$ cat src/rtl/viterbi_frame_ctrl.sv
`default_nettype none
// ============================================================================
// Module      : viterbi_frame_ctrl
// Description : Frame sequencer and burst-error scheduler for the
//               encoder -> channel -> Viterbi decoder datapath. Emits a PRBS
//               frame plus zero tail and schedules channel bit-flip bursts.
//               It also checks decoder output against a latency-aligned
//               reference copy of the data bits.
// Revision    : 1.0 - initial release
// ============================================================================
module viterbi_frame_ctrl #(
    parameter int FRAME_LEN = 256,
    parameter int TAIL_LEN  = 2,
    parameter int DEC_LAT   = 8,
    parameter int ENC_LAT   = 1
) (
    input  logic        clk,
    input  logic        rst,
    input  logic        start,
    input  logic [15:0] seed,
    input  logic [7:0]  inj_period,
    input  logic [2:0]  burst_len,
    input  logic [1:0]  inj_mask,
    input  logic        decoder_o,
    output logic        encoder_i,
    output logic        enable_encoder_i,
    output logic [1:0]  chan_mask,
    output logic        busy,
    output logic        done,
    output logic [15:0] bit_count,
    output logic [15:0] err_count
);

    localparam int              CNT_W          = 17;
    localparam logic [CNT_W-1:0] c_cnt_one     = CNT_W'(1);
    localparam logic [CNT_W-1:0] c_data_last   = CNT_W'(FRAME_LEN - 1);
    localparam logic [CNT_W-1:0] c_tail_last   = CNT_W'(TAIL_LEN - 1);
    localparam logic [CNT_W-1:0] c_drain_last  = CNT_W'(DEC_LAT - 1);
    localparam logic [15:0]      c_lfsr_default = 16'hACE1;
    localparam logic [15:0]      c_cnt16_one    = 16'd1;

    typedef enum logic [2:0] {
        S_IDLE  = 3'd0,
        S_DATA  = 3'd1,
        S_TAIL  = 3'd2,
        S_DRAIN = 3'd3,
        S_DONE  = 3'd4
    } state_t;

    // With no tail the frame goes straight from data to drain.
    localparam state_t c_after_data = (TAIL_LEN > 0) ? S_TAIL : S_DRAIN;

    state_t             r_state;
    state_t             w_state_next;
    logic [CNT_W-1:0]   r_cnt;
    logic [CNT_W-1:0]   w_cnt_next;
    logic               w_accept;

    logic [15:0]        r_lfsr;
    logic [15:0]        w_lfsr_adv;
    logic [15:0]        w_lfsr_next;

    logic [7:0]         r_period;
    logic [2:0]         r_blen;
    logic [1:0]         r_mask;
    logic [7:0]         w_period;
    logic [2:0]         w_blen;
    logic [1:0]         w_mask;

    logic [7:0]         r_sc;
    logic [7:0]         w_sc_next;
    logic [2:0]         r_brem;
    logic [2:0]         w_brem_next;
    logic [1:0]         r_sym_mask;
    logic [1:0]         w_sym_mask_next;
    logic               w_en_now;
    logic               w_en_next;
    logic               w_inj_on;
    logic               w_burst_start_next;

    logic [DEC_LAT-1:0] r_ref_v;
    logic [DEC_LAT-1:0] r_ref_b;

    assign w_lfsr_adv = {r_lfsr[0] ^ r_lfsr[2] ^ r_lfsr[3] ^ r_lfsr[5], r_lfsr[15:1]};

    // Configuration seen this cycle: the live inputs on the accepting edge, latched copy otherwise.
    assign w_period = w_accept ? inj_period : r_period;
    assign w_blen   = w_accept ? burst_len  : r_blen;
    assign w_mask   = w_accept ? inj_mask   : r_mask;

    // Next-state, phase counter and LFSR sequencing.
    always_comb begin
        w_state_next = r_state;
        w_cnt_next   = r_cnt;
        w_accept     = 1'b0;
        w_lfsr_next  = r_lfsr;
        case (r_state)
            S_IDLE: begin
                if (start) begin
                    w_accept     = 1'b1;
                    w_state_next = S_DATA;
                    w_cnt_next   = '0;
                    w_lfsr_next  = (seed == 16'h0000) ? c_lfsr_default : seed;
                end
            end
            S_DATA: begin
                w_lfsr_next = w_lfsr_adv;
                if (r_cnt == c_data_last) begin
                    w_cnt_next   = '0;
                    w_state_next = c_after_data;
                end else begin
                    w_cnt_next = r_cnt + c_cnt_one;
                end
            end
            S_TAIL: begin
                if (r_cnt == c_tail_last) begin
                    w_cnt_next   = '0;
                    w_state_next = S_DRAIN;
                end else begin
                    w_cnt_next = r_cnt + c_cnt_one;
                end
            end
            S_DRAIN: begin
                if (r_cnt == c_drain_last) begin
                    w_cnt_next   = '0;
                    w_state_next = S_DONE;
                end else begin
                    w_cnt_next = r_cnt + c_cnt_one;
                end
            end
            S_DONE: begin
                w_state_next = S_IDLE;
            end
            default: begin
                w_state_next = S_IDLE;
                w_cnt_next   = '0;
            end
        endcase
    end

    // State register plus registered control outputs derived from the next state.
    always_ff @(posedge clk or negedge rst) begin
        if (!rst) begin
            r_state          <= S_IDLE;
            r_cnt            <= '0;
            r_lfsr           <= c_lfsr_default;
            r_period         <= '0;
            r_blen           <= '0;
            r_mask           <= '0;
            encoder_i        <= 1'b0;
            enable_encoder_i <= 1'b0;
            busy             <= 1'b0;
            done             <= 1'b0;
        end else begin
            r_state          <= w_state_next;
            r_cnt            <= w_cnt_next;
            r_lfsr           <= w_lfsr_next;
            r_period         <= w_period;
            r_blen           <= w_blen;
            r_mask           <= w_mask;
            encoder_i        <= (w_state_next == S_DATA) & w_lfsr_next[0];
            enable_encoder_i <= (w_state_next == S_DATA) || (w_state_next == S_TAIL);
            busy             <= (w_state_next == S_DATA) || (w_state_next == S_TAIL) ||
                                (w_state_next == S_DRAIN);
            done             <= (w_state_next == S_DONE);
        end
    end

    // Burst scheduler: everything is computed one symbol ahead so the mask is a register.
    assign w_en_now  = (r_state == S_DATA) || (r_state == S_TAIL);
    assign w_en_next = (w_state_next == S_DATA) || (w_state_next == S_TAIL);
    assign w_inj_on  = (w_period != 8'd0) && (w_blen != 3'd0);

    always_comb begin
        w_sc_next = r_sc;
        if (w_accept) begin
            // The accepting edge counts as the first step, so symbol 1 sees sc = 1 mod period.
            w_sc_next = (w_period == 8'd1) ? 8'd0 : 8'd1;
        end else if (w_en_now) begin
            w_sc_next = (r_sc == (r_period - 8'd1)) ? 8'd0 : (r_sc + 8'd1);
        end
    end

    assign w_burst_start_next = w_en_next && w_inj_on && (w_sc_next == (w_period - 8'd1));

    always_comb begin
        w_brem_next     = 3'd0;
        w_sym_mask_next = 2'b00;
        if (w_en_next) begin
            if (w_burst_start_next) begin
                w_brem_next = w_blen - 3'd1;
            end else if (r_brem != 3'd0) begin
                w_brem_next = r_brem - 3'd1;
            end
            if (w_burst_start_next || (r_brem != 3'd0)) begin
                w_sym_mask_next = w_mask;
            end
        end
    end

    // Scheduler registers: symbol counter, remaining burst length, current symbol mask.
    always_ff @(posedge clk or negedge rst) begin
        if (!rst) begin
            r_sc       <= '0;
            r_brem     <= '0;
            r_sym_mask <= '0;
        end else begin
            r_sc       <= w_sc_next;
            r_brem     <= w_brem_next;
            r_sym_mask <= w_sym_mask_next;
        end
    end

    // Mask delay that lines the scheduler output up with the encoder output symbol.
    generate
        if (ENC_LAT == 0) begin : g_mask_direct
            assign chan_mask = r_sym_mask;
        end else begin : g_mask_pipe
            logic [1:0] r_mask_dly [ENC_LAT];

            // Shift the per-symbol mask through ENC_LAT stages.
            always_ff @(posedge clk or negedge rst) begin
                if (!rst) begin
                    for (int i = 0; i < ENC_LAT; i++) begin
                        r_mask_dly[i] <= 2'b00;
                    end
                end else begin
                    r_mask_dly[0] <= r_sym_mask;
                    for (int i = 1; i < ENC_LAT; i++) begin
                        r_mask_dly[i] <= r_mask_dly[i-1];
                    end
                end
            end

            assign chan_mask = r_mask_dly[ENC_LAT-1];
        end
    endgenerate

    // Reference delay line and bit/error counters; only data bits are ever counted.
    always_ff @(posedge clk or negedge rst) begin
        if (!rst) begin
            r_ref_v   <= '0;
            r_ref_b   <= '0;
            bit_count <= '0;
            err_count <= '0;
        end else begin
            r_ref_v[0] <= (r_state == S_DATA);
            r_ref_b[0] <= encoder_i;
            for (int i = 1; i < DEC_LAT; i++) begin
                r_ref_v[i] <= r_ref_v[i-1];
                r_ref_b[i] <= r_ref_b[i-1];
            end
            if (w_accept) begin
                bit_count <= '0;
                err_count <= '0;
            end else if (r_ref_v[DEC_LAT-1]) begin
                bit_count <= bit_count + c_cnt16_one;
                if ((decoder_o != r_ref_b[DEC_LAT-1]) && (err_count != 16'hFFFF)) begin
                    err_count <= err_count + c_cnt16_one;
                end
            end
        end
    end

endmodule
`default_nettype wire
$ cat config.mk
export PLATFORM = sky130hd
export DESIGN_NAME = viterbi_frame_ctrl
export DESIGN_NICKNAME = d
export VERILOG_FILES = /design/src/rtl/viterbi_frame_ctrl.sv
export SDC_FILE = /design/constraint.sdc
export NUM_CORES = 1
export LEC_CHECK = 0
export CAP_MARGIN = 20
export CORE_ASPECT_RATIO = 1.5
export CORE_MARGIN = 2
export CORE_UTILIZATION = 56
export DETAILED_ROUTE_END_ITERATION = 12
export GPL_ROUTABILITY_DRIVEN = 0
export GPL_TIMING_DRIVEN = 1
export PLACE_DENSITY = 0.85
export SLEW_MARGIN = 0
export SYNTH_ARGS = -nofsm -noshare
export SYNTH_HDL_FRONTEND = slang
export SYNTH_SLANG_ARGS = --single-unit
$ cat constraint.sdc
create_clock -name clk -period 5.5 [get_ports clk]
set_clock_uncertainty 0.15 [all_clocks]
set_input_delay 1.1 -clock clk [delete_from_list [all_inputs] [get_ports clk]]
set_output_delay 1.1 -clock clk [all_outputs]
set_load 0.02 [all_outputs]
### Yosys cells after proc, flatten, opt, wreduce, memory -nomap -nowiden

Index checks and enable logic that the tools add are counted.

| cells by class | value |
|---|---|
| add/sub/neg operators | 8 |
| $mul | 0 |
| div/mod/pow operators | 0 |
| $lt $le $gt $ge | 0 |
| equal/unequal tests | 17 |
| shifts and indexed selects | 0 |
| mux-type cells | 32 |
| bitwise gates (word level) | 5 |
| reductions and logical operators | 19 |

Operators with widths:

| cell | count |
|---|---|
| $mux W16 | 7 |
| $pmux W17 S5 | 1 |
| $mux W17 | 4 |
| $add A16 B1 Y16 const B | 2 |
| $mux W8 | 4 |
| $pmux W16 S2 | 1 |
| $mux W3 | 8 |
| $add A17 B1 Y17 const B | 1 |
| $eq A17 B1 Y1 const B | 1 |
| $eq A17 B3 Y1 const B | 1 |
| $eq A17 B8 Y1 const B | 1 |
| $eq A8 B8 Y1 | 2 |
| $logic_not A16 Y1 | 1 |
| $ne A16 B16 Y1 const B | 1 |
| $sub A8 B1 Y8 const B | 2 |
| $eq A3 B2 Y1 const B | 4 |
| $pmux W3 S4 | 1 |
| $add A8 B1 Y8 const B | 1 |
| $eq A8 B1 Y1 const B | 1 |
| $reduce_bool A8 Y1 | 1 |
| $eq A3 B1 Y1 const B | 2 |
| $eq A3 B3 Y1 const B | 2 |
| $mux W2 | 3 |
| $reduce_and A2 Y1 | 3 |
| 12 further kinds | 26 |

| storage, ports and cells | value |
|---|---|
| register bits after elaboration | 116 |
| bits in latches | 0 |
| bits in writable memories | 0 |
| bits in read-only memories | 0 |
| input port bits | 33 |
| word-level logic and storage cells | 100 |
| memories kept | 0 |

### Longest topological paths before layout

| logic depth | value |
|---|---|
| depth after elaboration | 11 |
| gate-level depth with buffers | 18 |
| gate-level depth less buffers | 14 |

### Least setup slack after synthesis

OpenSTA, ideal clock, no wires.

| path | value |
|---|---|
| path kind | input to register |
| start | input port start |
| end | register r_brem[2] |
| library setup time | 0.079 ns |
| data arrival time | 4.233 ns |
| required time | 5.271 ns |
| slack | 1.037 ns |
| cell stages on the path | 17 |
| path buffers | 4 |
| path through | nor4b_4 -> buf_2 -> buf_2 -> buf_1 -> nor2_1 -> a21oi_1 -> ha_1 -> nor3b_1 -> nand2_1 -> a31oi_1 -> a21oi_1 -> a211o_1 -> a211oi_1 -> o2111ai_1 -> and4b_1 -> buf_6 -> mux2i_1 |

| on the way | value |
|---|---|
| word-level cells in the longest chain between the ends | 10 |
| elaborated cells on any way between the ends | 22 |
| classes of those cells | add/sub (2); eq/ne (4); mux (10); reduce/logical (6) |

Ends and longest elaborated chain:

| element | line | text |
|---|---|---|
| start: declaration | 19 | `input logic start,` |
| parallel branches: the longest is 9 deep, another holds $sub A8 B1 Y8 | n/a |  |
| $mux W3 (*) | 189 | `if (w_en_next) begin` |
| named net w_brem_next[2] | 73 | `logic [2:0] w_brem_next;` |
| end signal: assignment | 209 | `r_brem <= w_brem_next;` |
| end: declaration | 72 | `logic [2:0] r_brem;` |

Mark *: on every way through the listed nets, which the timed path passes.
A chain may end at the register's enable or synchronous reset.

### Worst setup path after layout

| path | value |
|---|---|
| start | input port start |
| end | register r_brem[1] |

| on the way | value |
|---|---|
| word-level cells in the longest chain between the ends | 10 |
| elaborated cells on any way between the ends | 22 |
| classes of those cells | add/sub (2); eq/ne (4); mux (10); reduce/logical (6) |

Ends and longest elaborated chain:

| element | line | text |
|---|---|---|
| $mux W1 (*) | 99 | `if (start) begin` |
| $mux W1 (*) | 97 | `case (r_state)` |
| $mux W8 (*) | 87 | `assign w_period = w_accept ? inj_period : r_period;` |
| named net w_period[0] | 66 | `logic [7:0] w_period;` |
| parallel branches: the longest is 4 deep, another holds $sub A8 B1 Y8 | n/a |  |
| $logic_and A1 B1 Y1 (*) | 184 | `assign w_burst_start_next = w_en_next && w_inj_on && (w_sc_next == (w_period - 8'd1));` |
| $mux W3 (*) | 190 | `if (w_burst_start_next) begin` |
| $mux W3 (*) | 189 |  |
| named net w_brem_next[1] | 73 |  |

Marks and branches as above.

==> impl_results.md <==
- Via density: slightly below 6
- Dpl ws: between 0.4 and 0.5 ns
- Setup CP Type: in2reg
- Worst R2R Setup Slack: around 1.3 ns
- Full die area: about 11000 um^2
- Port bufs: 70
- Post-synthesis sequential area ratio: between 40 and 50%
- Distinct cells, synth: between 50 and 60
- VDD IR max: ~0.27 mV
- CTS clk-pin slew, worst paths: 0.05 ns
- Min Tclk post-route: around 4.8 ns
- Iteration-0 DRC Markers: around 370
- Main synth FF type: dfrtp_1
- Syn Area/Cell: between 9 and 10 um^2
- Worst-path maximum fanout: 17
- Core area: 10100 um^2
- Vias: between 4000 and 5000
- R2r startpoint: r_state[1]
- PD cells: roughly 440 nW/um^2
- Setup TNS: 0 ns
- Leakage: a little over 0.003 uW
- CP startpoint kind: input port
- Initial antenna violation count: 0
- Final WL: roughly 13000 um
- Nets@finish: ~700
- GRT Util Overall: between 20% and 30%
- Share of layout cells above drive strength 1: approximately 8%
- Critical Path RT: between 5 and 6 ns
- Diodes inserted: 0
- Status: complete, no violations
- Initial DRT Pass Iterations: 6
- EDFF count, synth: 0
- Final setup vio count: 0
- Dpl hpwl: between 9000 and 10000 um
- Clk buf depth: 2
- DR WL/cell: 16.8 um
- Area Overhead vs Synth: 23.1%
- Hold Vio Cnt, Final: 0
- Post-Syn Area: a little under 6000 um^2
- Routed Antenna Nets: 0
- Die width: around 90 um
- Cells after Synth: 600
- # DRC: 0
- Hold-fix buffers, CTS: 0
- Worst Tran Pin Value: between 1 and 1.5 ns
- Resized cells post-CTS: 0
- Flops & latches, synth: ~120
- Number of synthesis warnings: 0
- Vias in the first global route: roughly 4800
- Crit path DAT: 4.98 ns
- Critical Path Start: start
- Commonest non-fill, non-tap cell in the layout: dfrtp_1
- Clock root buffer: clkbuf_16
- Die Y: roughly 130 um
- Setup Buffers After CTS: 0
- Largest net degree at the start of global routing: 72
- Mapped Nets: 646
- Max Cap Violations: 0
- H-tree level count: 4
- I/O Pins: between 70 and 80
- RSZ-0062 raised after global routing: no
- Pins Over Slew Limit: 0
- Sink Count: around 120
- Fin Hold WS: ~0.19 ns
- Worst hold path class: reg2reg
- Max transition margin: about 28%
- First-pass GRT wire length: 22000 um
- CP endpoint kind: register
- Final WS setup: about 0.70 ns
- Total power draw: between 3000 and 4000 uW
- Hold wc startpoint: r_ref_b[1]
- Rows: 45
- Latest clock arrival within the worst-skew pair: 0.41 ns
- Initial Utilization: 57.8%
- Grt total ovfl: 0
- Final Cycle Share: a little under 90%
- Fill cell instance count of the final layout: a little over 700
- Fmax: approximately 210 MHz
- FFs w/ async S/R, synth: 100%
- TritonCTS buffer count: 17
- Commonest cells after routing, fill and taps aside: 108 x dfrtp_1, 78 x nor2_1, 75 x nand2_1
- CTS tree: yes
-- registers in the layout, summed over array words and instances, names as in the netlist --
register,count
r_ref_b,8
r_sym_mask,2
err_count,16
r_ref_v,8
encoder_i,1
r_mask,2
r_brem,3
r_period,8
bit_count,16
enable_encoder_i,1
r_sc,8
r_state,3
busy,1
chan_mask,2
done,1
r_lfsr,16
r_cnt,17
r_blen,3
-- metal layers --
metal  vias to the layer above  share of wire, %  global-route usage, %
li1                       2225                 -                      -
met1                      2292                37                   26.5
met2                       208                52                   44.4
met3                        56               5.8                   6.94
met4                         0               4.3                   12.9
met5                         -                 0                      0
-- kinds of logic after synthesis --
| family | synth area share, % |
|---|---|
| xor gates and xnor gates | 9.94 |
| adders and majority gates | 2.95 |
| and+or+nand+nor | 21.0 |
| DFF | 49.8 |
| muxes | 2.56 |
| buffers and inverters | 3.25 |
| AOI/OAI and AO/OA | 10.5 |
-- synth_stat cells (all sizes together) (2+ instances only) --
cell type  count  area, um^2
nor2          79         304
nor4           9        71.3
dfrtp        108        2700
clkbuf        12        45.0
o21ai         35         179
a31oi          3        18.8
nand2         75         282
mux2i         15         150
a22oi         18         135
o2111ai        2        17.5
xor2          36         315
and3           9        56.3
a211oi         2        15.0
inv           21        78.8
a21oi         20         100
nand4          9        56.3
and4           7        61.3
o31ai          3        36.3
ha            13         163
o22ai          3        18.8
buf           11        66.3
nor3          16        80.1
dfstp          8         210
or4            2        18.8
nor3b          3        22.5
nor4b          3        41.3
or3            6        37.5
o211a          2        20.0
and4b          2        20.0
nand3         21         105
and2           4        25.0
xnor2         27         244
nor4bb         2        20.0
-- critical path, cell delays in order --
cell and delay, ns:
clkdlybuf4s50_1 0.51, nor4b_4 0.45, buf_4 0.32, a21oi_1 0.14, inv_1 0.10, ha_1 0.14, nor3b_1 0.26, nand2_1 0.14
a31oi_1 0.28, a21oi_1 0.12, a211o_1 0.30, a211oi_1 0.24, o2111ai_1 0.16, and4b_1 0.45, mux2i_1 0.26
-- report_power, final --
part | internal [uW] | switching, uW
clock | 663 | 381
combinational | 401 | 451
sequential | 1090 | 196
-- final cells by class --
cell class | count | area [um^2] | area share (%)
sequential | 116 | 2910 | 40.4
multi-input combinational | 440 | 2750 | 38.2
timing repair buffer | 77 | 753 | 10.4
clock buffer | 23 | 488 | 6.77
tap | 117 | 146 | 2.03
inverter | 21 | 78.8 | 1.09
clock inverter | 9 | 77.6 | 1.08
-- per-stage QoR --
step           std cells  util, %  cell area (um^2)
3_3_place_gp         770     65.4              6630
3_5_place_dp         771     65.5              6640
4_1_cts              803     71.1              7210
2_1_floorplan        600        -              5850
6_report             803     71.1              7210
5_1_grt              803     71.1              7210
-- worst paths after layout --
check                           depth (start not counted)    endpoint
min in group asynchronous                               1  r_ref_b[5]
worst max register to register                         14   r_brem[1]
worst min-delay path                                    0  r_ref_b[2]
max in group asynchronous                               2   r_lfsr[6]
worst max-delay path                                   15   r_brem[1]
worst min register to register                          0  r_ref_b[2]
(Power assumes the default switching activity.)
